### src/rtl/axi4l_pkg.sv
// Shared AXI4-Lite types plus the state encoding of the master bridge.
// The DRAIN state exists only when AXI4L_MASTER_TIMEOUT_EN is defined.
package axi4l_pkg;

    typedef logic [31:0] addr_t;
    typedef logic [31:0] data_t;
    typedef logic [3:0]  strb_t;

    typedef enum logic [1:0] {
        OKAY   = 2'b00,
        EXOKAY = 2'b01,
        SLVERR = 2'b10,
        DECERR = 2'b11
    } resp_t;

    typedef enum logic [2:0] {
        IDLE       = 3'd0,
        WADDR_DATA = 3'd1,
        WRESP      = 3'd2,
        RADDR      = 3'd3,
        RRESP      = 3'd4
`ifdef AXI4L_MASTER_TIMEOUT_EN
        ,
        DRAIN      = 3'd5
`endif
    } bridge_state_t;

endpackage

### src/rtl/axi4l_if.sv
// AXI4-Lite bus bundle with master and slave views.
interface axi4l_if;
    import axi4l_pkg::*;

    addr_t      awaddr;
    logic [2:0] awprot;
    logic       awvalid;
    logic       awready;
    data_t      wdata;
    strb_t      wstrb;
    logic       wvalid;
    logic       wready;
    resp_t      bresp;
    logic       bvalid;
    logic       bready;
    addr_t      araddr;
    logic [2:0] arprot;
    logic       arvalid;
    logic       arready;
    data_t      rdata;
    resp_t      rresp;
    logic       rvalid;
    logic       rready;

    modport master (
        output awaddr, awprot, awvalid, input awready,
        output wdata, wstrb, wvalid, input wready,
        input bresp, bvalid, output bready,
        output araddr, arprot, arvalid, input arready,
        input rdata, rresp, rvalid, output rready
    );

    modport slave (
        input awaddr, awprot, awvalid, output awready,
        input wdata, wstrb, wvalid, output wready,
        output bresp, bvalid, input bready,
        input araddr, arprot, arvalid, output arready,
        output rdata, rresp, rvalid, input rready
    );

endinterface

### src/rtl/axi4l_master_bridge.sv
// Ibex-style req/gnt/rvalid port to single-outstanding AXI4-Lite master.
// Define AXI4L_MASTER_TIMEOUT_EN to add a response timeout with a DRAIN state.
module axi4l_master_bridge
    import axi4l_pkg::*;
#(
    parameter logic [2:0]  PROT    = 3'b000,
    parameter int unsigned TIMEOUT = 16
) (
    input  logic        aclk,
    input  logic        aresetn,
    input  logic        req_i,
    output logic        gnt_o,
    input  logic        we_i,
    input  logic [3:0]  be_i,
    input  logic [31:0] addr_i,
    input  logic [31:0] wdata_i,
    output logic        rvalid_o,
    output logic [31:0] rdata_o,
    output logic        err_o,
    axi4l_if.master     axi
);

    if (TIMEOUT < 2) begin : g_bad_timeout
        $error("axi4l_master_bridge: TIMEOUT must be at least 2");
    end

    bridge_state_t state;
    addr_t         addr_q;
    data_t         wdata_q;
    strb_t         be_q;
    logic          awvalid_q;
    logic          wvalid_q;
    logic          arvalid_q;
    logic          bready_q;
    logic          rready_q;
    logic          gnt;
    logic          b_hs;
    logic          r_hs;
    logic          expired;

    assign gnt   = req_i && (state == IDLE) && aresetn;
    assign gnt_o = gnt;
    assign b_hs  = axi.bvalid && bready_q;
    assign r_hs  = axi.rvalid && rready_q;

    assign axi.awaddr  = addr_q;
    assign axi.awprot  = PROT;
    assign axi.awvalid = awvalid_q;
    assign axi.wdata   = wdata_q;
    assign axi.wstrb   = be_q;
    assign axi.wvalid  = wvalid_q;
    assign axi.bready  = bready_q;
    assign axi.araddr  = addr_q;
    assign axi.arprot  = PROT;
    assign axi.arvalid = arvalid_q;
    assign axi.rready  = rready_q;

`ifdef AXI4L_MASTER_TIMEOUT_EN
    localparam int unsigned    TW         = $clog2(TIMEOUT + 1);
    localparam logic [TW-1:0] TIMER_LAST = TW'(TIMEOUT - 1);
    localparam logic [TW-1:0] TIMER_SAT  = TW'(TIMEOUT);

    logic [TW-1:0] timer;

    // Counts cycles spent waiting for B/R; cleared in every other state so
    // it reads zero on the first cycle of WRESP/RRESP.
    always_ff @(posedge aclk) begin
        if (!aresetn) begin
            timer <= '0;
        end else if ((state == WRESP) || (state == RRESP)) begin
            if (timer != TIMER_SAT) begin
                timer <= timer + 1'b1;
            end
        end else begin
            timer <= '0;
        end
    end

    assign expired = (timer == TIMER_LAST);
`else
    assign expired = 1'b0;
`endif

    always_ff @(posedge aclk) begin
        if (!aresetn) begin
            state     <= IDLE;
            addr_q    <= '0;
            wdata_q   <= '0;
            be_q      <= '0;
            awvalid_q <= 1'b0;
            wvalid_q  <= 1'b0;
            arvalid_q <= 1'b0;
            bready_q  <= 1'b0;
            rready_q  <= 1'b0;
            rvalid_o  <= 1'b0;
            rdata_o   <= '0;
            err_o     <= 1'b0;
        end else begin
            rvalid_o <= 1'b0;
            case (state)
                IDLE: begin
                    if (gnt) begin
                        addr_q  <= addr_i;
                        wdata_q <= wdata_i;
                        be_q    <= be_i;
                        if (we_i) begin
                            awvalid_q <= 1'b1;
                            wvalid_q  <= 1'b1;
                            state     <= WADDR_DATA;
                        end else begin
                            arvalid_q <= 1'b1;
                            state     <= RADDR;
                        end
                    end
                end
                // AW and W retire independently; leave once neither is pending.
                WADDR_DATA: begin
                    if (axi.awready) begin
                        awvalid_q <= 1'b0;
                    end
                    if (axi.wready) begin
                        wvalid_q <= 1'b0;
                    end
                    if ((!awvalid_q || axi.awready) && (!wvalid_q || axi.wready)) begin
                        bready_q <= 1'b1;
                        state    <= WRESP;
                    end
                end
                WRESP: begin
                    if (b_hs) begin
                        rvalid_o <= 1'b1;
                        err_o    <= (axi.bresp != OKAY);
                        bready_q <= 1'b0;
                        state    <= IDLE;
                    end else if (expired) begin
`ifdef AXI4L_MASTER_TIMEOUT_EN
                        rvalid_o <= 1'b1;
                        err_o    <= 1'b1;
                        rdata_o  <= '0;
                        state    <= DRAIN;
`endif
                    end
                end
                RADDR: begin
                    if (axi.arready) begin
                        arvalid_q <= 1'b0;
                        rready_q  <= 1'b1;
                        state     <= RRESP;
                    end
                end
                RRESP: begin
                    if (r_hs) begin
                        rvalid_o <= 1'b1;
                        rdata_o  <= axi.rdata;
                        err_o    <= (axi.rresp != OKAY);
                        rready_q <= 1'b0;
                        state    <= IDLE;
                    end else if (expired) begin
`ifdef AXI4L_MASTER_TIMEOUT_EN
                        rvalid_o <= 1'b1;
                        err_o    <= 1'b1;
                        rdata_o  <= '0;
                        state    <= DRAIN;
`endif
                    end
                end
`ifdef AXI4L_MASTER_TIMEOUT_EN
                // The core already saw the error; swallow the late response.
                DRAIN: begin
                    if (b_hs || r_hs) begin
                        bready_q <= 1'b0;
                        rready_q <= 1'b0;
                        state    <= IDLE;
                    end
                end
`endif
                default: state <= IDLE;
            endcase
        end
    end

endmodule

### src/flat_wrapper.sv
// flat-port wrapper written by rule: the top's interface ports become plain ports
module axi4l_master_bridge_flat import axi4l_pkg::*;
#(
    parameter logic [2:0]  PROT    = 3'b000,
    parameter int unsigned TIMEOUT = 16
)
  (aclk, aresetn, req_i, gnt_o, we_i, be_i, addr_i, wdata_i, rvalid_o, rdata_o, err_o, axi_awaddr, axi_awprot, axi_awvalid, axi_awready, axi_wdata, axi_wstrb, axi_wvalid, axi_wready, axi_bresp, axi_bvalid, axi_bready, axi_araddr, axi_arprot, axi_arvalid, axi_arready, axi_rdata, axi_rresp, axi_rvalid, axi_rready);
  axi4l_if axi_i ();
  input  logic aclk;
  input  logic aresetn;
  input  logic req_i;
  output logic gnt_o;
  input  logic we_i;
  input  logic [3:0] be_i;
  input  logic [31:0] addr_i;
  input  logic [31:0] wdata_i;
  output logic rvalid_o;
  output logic [31:0] rdata_o;
  output logic err_o;
  output wire logic [$bits(axi_i.awaddr)-1:0] axi_awaddr;
  output wire logic [$bits(axi_i.awprot)-1:0] axi_awprot;
  output wire logic [$bits(axi_i.awvalid)-1:0] axi_awvalid;
  input wire logic [$bits(axi_i.awready)-1:0] axi_awready;
  output wire logic [$bits(axi_i.wdata)-1:0] axi_wdata;
  output wire logic [$bits(axi_i.wstrb)-1:0] axi_wstrb;
  output wire logic [$bits(axi_i.wvalid)-1:0] axi_wvalid;
  input wire logic [$bits(axi_i.wready)-1:0] axi_wready;
  input wire logic [$bits(axi_i.bresp)-1:0] axi_bresp;
  input wire logic [$bits(axi_i.bvalid)-1:0] axi_bvalid;
  output wire logic [$bits(axi_i.bready)-1:0] axi_bready;
  output wire logic [$bits(axi_i.araddr)-1:0] axi_araddr;
  output wire logic [$bits(axi_i.arprot)-1:0] axi_arprot;
  output wire logic [$bits(axi_i.arvalid)-1:0] axi_arvalid;
  input wire logic [$bits(axi_i.arready)-1:0] axi_arready;
  input wire logic [$bits(axi_i.rdata)-1:0] axi_rdata;
  input wire logic [$bits(axi_i.rresp)-1:0] axi_rresp;
  input wire logic [$bits(axi_i.rvalid)-1:0] axi_rvalid;
  output wire logic [$bits(axi_i.rready)-1:0] axi_rready;
  assign axi_awaddr = axi_i.awaddr;
  assign axi_awprot = axi_i.awprot;
  assign axi_awvalid = axi_i.awvalid;
  assign axi_i.awready = axi_awready;
  assign axi_wdata = axi_i.wdata;
  assign axi_wstrb = axi_i.wstrb;
  assign axi_wvalid = axi_i.wvalid;
  assign axi_i.wready = axi_wready;
  assign axi_i.bresp = axi_bresp;
  assign axi_i.bvalid = axi_bvalid;
  assign axi_bready = axi_i.bready;
  assign axi_araddr = axi_i.araddr;
  assign axi_arprot = axi_i.arprot;
  assign axi_arvalid = axi_i.arvalid;
  assign axi_i.arready = axi_arready;
  assign axi_i.rdata = axi_rdata;
  assign axi_i.rresp = axi_rresp;
  assign axi_i.rvalid = axi_rvalid;
  assign axi_rready = axi_i.rready;
  axi4l_master_bridge #(.PROT(PROT), .TIMEOUT(TIMEOUT)) u_core (.aclk(aclk), .aresetn(aresetn), .req_i(req_i), .gnt_o(gnt_o), .we_i(we_i), .be_i(be_i), .addr_i(addr_i), .wdata_i(wdata_i), .rvalid_o(rvalid_o), .rdata_o(rdata_o), .err_o(err_o), .axi(axi_i));
endmodule
### config.mk
export PLATFORM = sky130hd
export DESIGN_NAME = axi4l_master_bridge_flat
export DESIGN_NICKNAME = d
export VERILOG_FILES = /design/src/rtl/axi4l_pkg.sv /design/src/rtl/axi4l_if.sv /design/src/rtl/axi4l_master_bridge.sv /design/src/flat_wrapper.sv
export SDC_FILE = /design/constraint.sdc
export NUM_CORES = 1
export LEC_CHECK = 0
export CORE_UTILIZATION = 28
export CTS_CLUSTER_SIZE = 12
export DETAILED_ROUTE_END_ITERATION = 12
export GPL_TIMING_DRIVEN = 0
export SYNTH_ARGS = -nofsm -noshare
export SYNTH_HDL_FRONTEND = slang
export SYNTH_SLANG_ARGS = --single-unit
### constraint.sdc
create_clock -name aclk -period 1.85 [get_ports aclk]
set_clock_uncertainty 0.1 [all_clocks]
set_input_delay 0.4625 -clock aclk [delete_from_list [all_inputs] [get_ports aclk]]
set_output_delay 0.4625 -clock aclk [all_outputs]
set_load 0.01 [all_outputs]
==> run_results.csv <==
group,metric,value,unit
timing,worst_slack,0.004331,ns
cells_and_area,area_growth,74.71,%
clock_tree,numCtsBuffers,9,
yosys,synth_ff_type,"dfxtp_1",
setup_path,cpMostUsedCell,"buf_6",
grt,grt_max_degree,18,
yosys,synth_area_leaders,"dfxtp_1 (50%), nand2_1 (18%), nand3_1 (7.9%)",
power,seqPwrFrac,43.5,%
timing,hold_viol,0,
setup_path,cp_cell_sequence,"nor2_4 > nand3_4 > clkinv_4 > buf_6 > buf_6",
grt,top_usage_layer,"met2",
floorplan,die-area,16110,sq um
timing,rsz0062_at_grt,"yes",
setup_path,crit_type,"register to primary output",
power,swShare,26.19,%
run,drv_cap,0,
setup_path,arrival,1.28,ns
power,vdd_ir_drop_max,0.4750,mV
yosys,synth_top_area_share,50.40,%
yosys,synth_seq_cells,110,
setup_path,critPathRequiredTime,1.29,ns
timing,min_period,1.846,ns
clock_tree,h-tree-depth,3,
grt,grt_pass1_wl,21.85,mm
cells_and_area,final_common_cell,"nand2_1",
yosys,synth_cell_types,32,
yosys,netlist_area,4369,sq um
yosys,synth_area_leader_cell,"dfxtp_1",
routing,drc,0,
yosys,synthArstFlopShare,0,%
floorplan,rows,45,
clock_tree,cts_root_buf,"clkbuf_16",
routing,first_pass_iters,4,
power,power_density,815.2,nW/um^2
power,power_frac_clock,33.1,%
routing,routed-via-count,4417,
floorplan,io_pins,259,
yosys,ys_seq_area_share,50.40,%
setup_path,critPathCaptureType,"primary output",
floorplan,die_width,126.9,um
clock_tree,cts_tree,"done",
power,power.leakage,3.849,nW
grt,grt_antenna_before_repair,0,
grt,met3_usage,6.242,%
clock_tree,clock_sinks,110,
yosys,yosysWarningCount,0,
power,netSwitchingPower,0.001630,W
setup_path,worst_path_max_delay_cell,"dfxtp_2",
grt,use_met1,20.05,%
power,p_comb_share,23.4,%
timing,setup_viol,0,
timing,fin_setup_tns,0,ns
grt,grt_usage,17.45,%
grt,gr-usage-met2,29.73,%
yosys,synth_edf_count,0,
clock_tree,clock_latency,0.36,ns
routing,antenna_left,0,
cells_and_area,drive_gt1_share,14.58,%
placed_design,portBuffers,252,
yosys,avgSynthCellArea,8.061,sq um
routing,wirelength,14.10,mm
routing,wl_per_cell,13.94,um
timing,min_period_over_period,99.77,%
placed_design,gp_congestion,0.7940,
cells_and_area,final_cell_mix,"nand2_1 (212), clkdlybuf4s50_1 (178), dfxtp_1 (79)",
setup_path,startpoint_type,"register",
hold_path,worstHoldPathType,"register to register",
setup_path,slowest_delay,0.35,ns
setup_path,cp_max_fo,4,
routing,drt_iter0_markers,173,
floorplan,core_area,15200,sq um
clock_tree,clk_path_buf_depth,2,
yosys,syn_inst,542,
cells_and_area,final_nets,931,
routing,via_per_inst,4.369,
timing,report.final.slew_viol_count,0,
floorplan,fp.dieH,126.9,um
floorplan,initial_core_util,28.74,%
power,power,0.006223,W
clock_tree,holdBufCountCts,0,
clock_tree,clk_pin_slew,0.07,ns
grt,grt_pass1_vias,4340,
outcome,status,"finished clean",
cells_and_area,insertedDiodeCount,0,
power,p_int,0.004593,W
grt,grt_overflow,0,
placed_design,pre_cts_ws,-1.230,ns
placed_design,dp_hpwl,10.73,mm
timing,fmax,541.8,MHz
-- logic make-up (layout without fill, tap and decap cells) --
family                 count (synthesis)  count (layout)  synth area share [%]
DFF                                  110             110                 50.40
other                                  1               6               0.08583
muxes                                  2               2                0.4582
AOI/OAI and AO/OA                     47              47                 8.362
buffers and inverters                 77             353                 11.11
and+or+nand+nor                      305             305                 29.58
-- Yosys cell counts (3+ instances only) --
cell type and n:
a21boi_0 4, a21boi_1 31, and2_1 3, buf_1 7, buf_2 13, buf_4 42
buf_6 3, clkbuf_1 8, dfxtp_1 110, inv_1 3, nand2_1 212, nand2b_1 3
nand3_1 69, nor2_1 5, nor2b_1 6
-- state kept, by name, summed over array words and instances, names as in the netlist, 3 cells and up --
signal,flops
u_core.axi.araddr,32
u_core.axi.wdata,32
u_core.rdata_o,32
u_core.axi.wstrb,4
u_core.state,3
-- power groups by stage --
stage / Sequential, W / Clock (W) / Combinational, W
after CTS: 0.00271 / 0.00211 / 0.00148
after detailed placement: 0.00274 / 0 / 0.00149
final: 0.00271 / 0.00206 / 0.00146
after global placement: 0.00273 / 0 / 0.00148
after global routing: 0.00273 / 0.00221 / 0.00158
after floorplan: 0.00281 / 0 / 0.000535
-- metal layers --
layer  routed length [um]  part of all wire [%]  up-vias
li1                     -                     -     2252
met1                 5934                    42     1979
met2                 6759                    48      166
met3                 1102                   7.8       20
met4                  300                   2.1        0
met5                    0                     0        -
-- critical path, delay by kind of cell, from the launching register on --
kind                   cells  cell delay (ns)
flip-flops                 1             0.35
AND/OR/NAND/NOR            2             0.29
buffers and inverters      3             0.29
-- final timing paths --
check	startpoint	to	slack, ns	depth (start not counted)
max reg2reg	u_core.state[2]	u_core.rdata_o[7]	0.28	6
max	u_core.state[0]	gnt_o	0.004	5
min	u_core.axi.wdata[6]	u_core.axi.wdata[6]	0.35	2
min reg2reg	u_core.axi.wdata[6]	u_core.axi.wdata[6]	0.35	2
-- layout make-up --
class | count | area [sq um]
buffer | 72 | 471.7
multi-input combinational | 360 | 1715
tap | 188 | 235.2
sequential | 110 | 2251
clock inverter | 3 | 47.55
clock buffer | 13 | 270.3
inverter | 4 | 20.02
timing repair buffer | 261 | 2623
fill | 1453 | 7569
-- per-stage QoR --
stage | util (%) | hold slack, ns | area, sq um | instances
finish | 50.21 | 0.3529 | 7634 | 1011
detailed placement | 47.00 | 0.3444 | 7146 | 987
floorplan | - | 0.3783 | 4388 | 547
global placement | 47.00 | 0.3414 | 7146 | 987
CTS | 49.63 | 0.3561 | 7545 | 1010
global route | 50.21 | 0.3738 | 7634 | 1011
-- what timing repair did --
action / 4_1_cts / 5_1_grt
pin swaps: 2 / 2
buffers inserted: 8 / 1
resized for setup: 89 / 34
endpoints found under the setup margin: 114 / 33
Note: power is estimated with default switching activity, not from simulation.
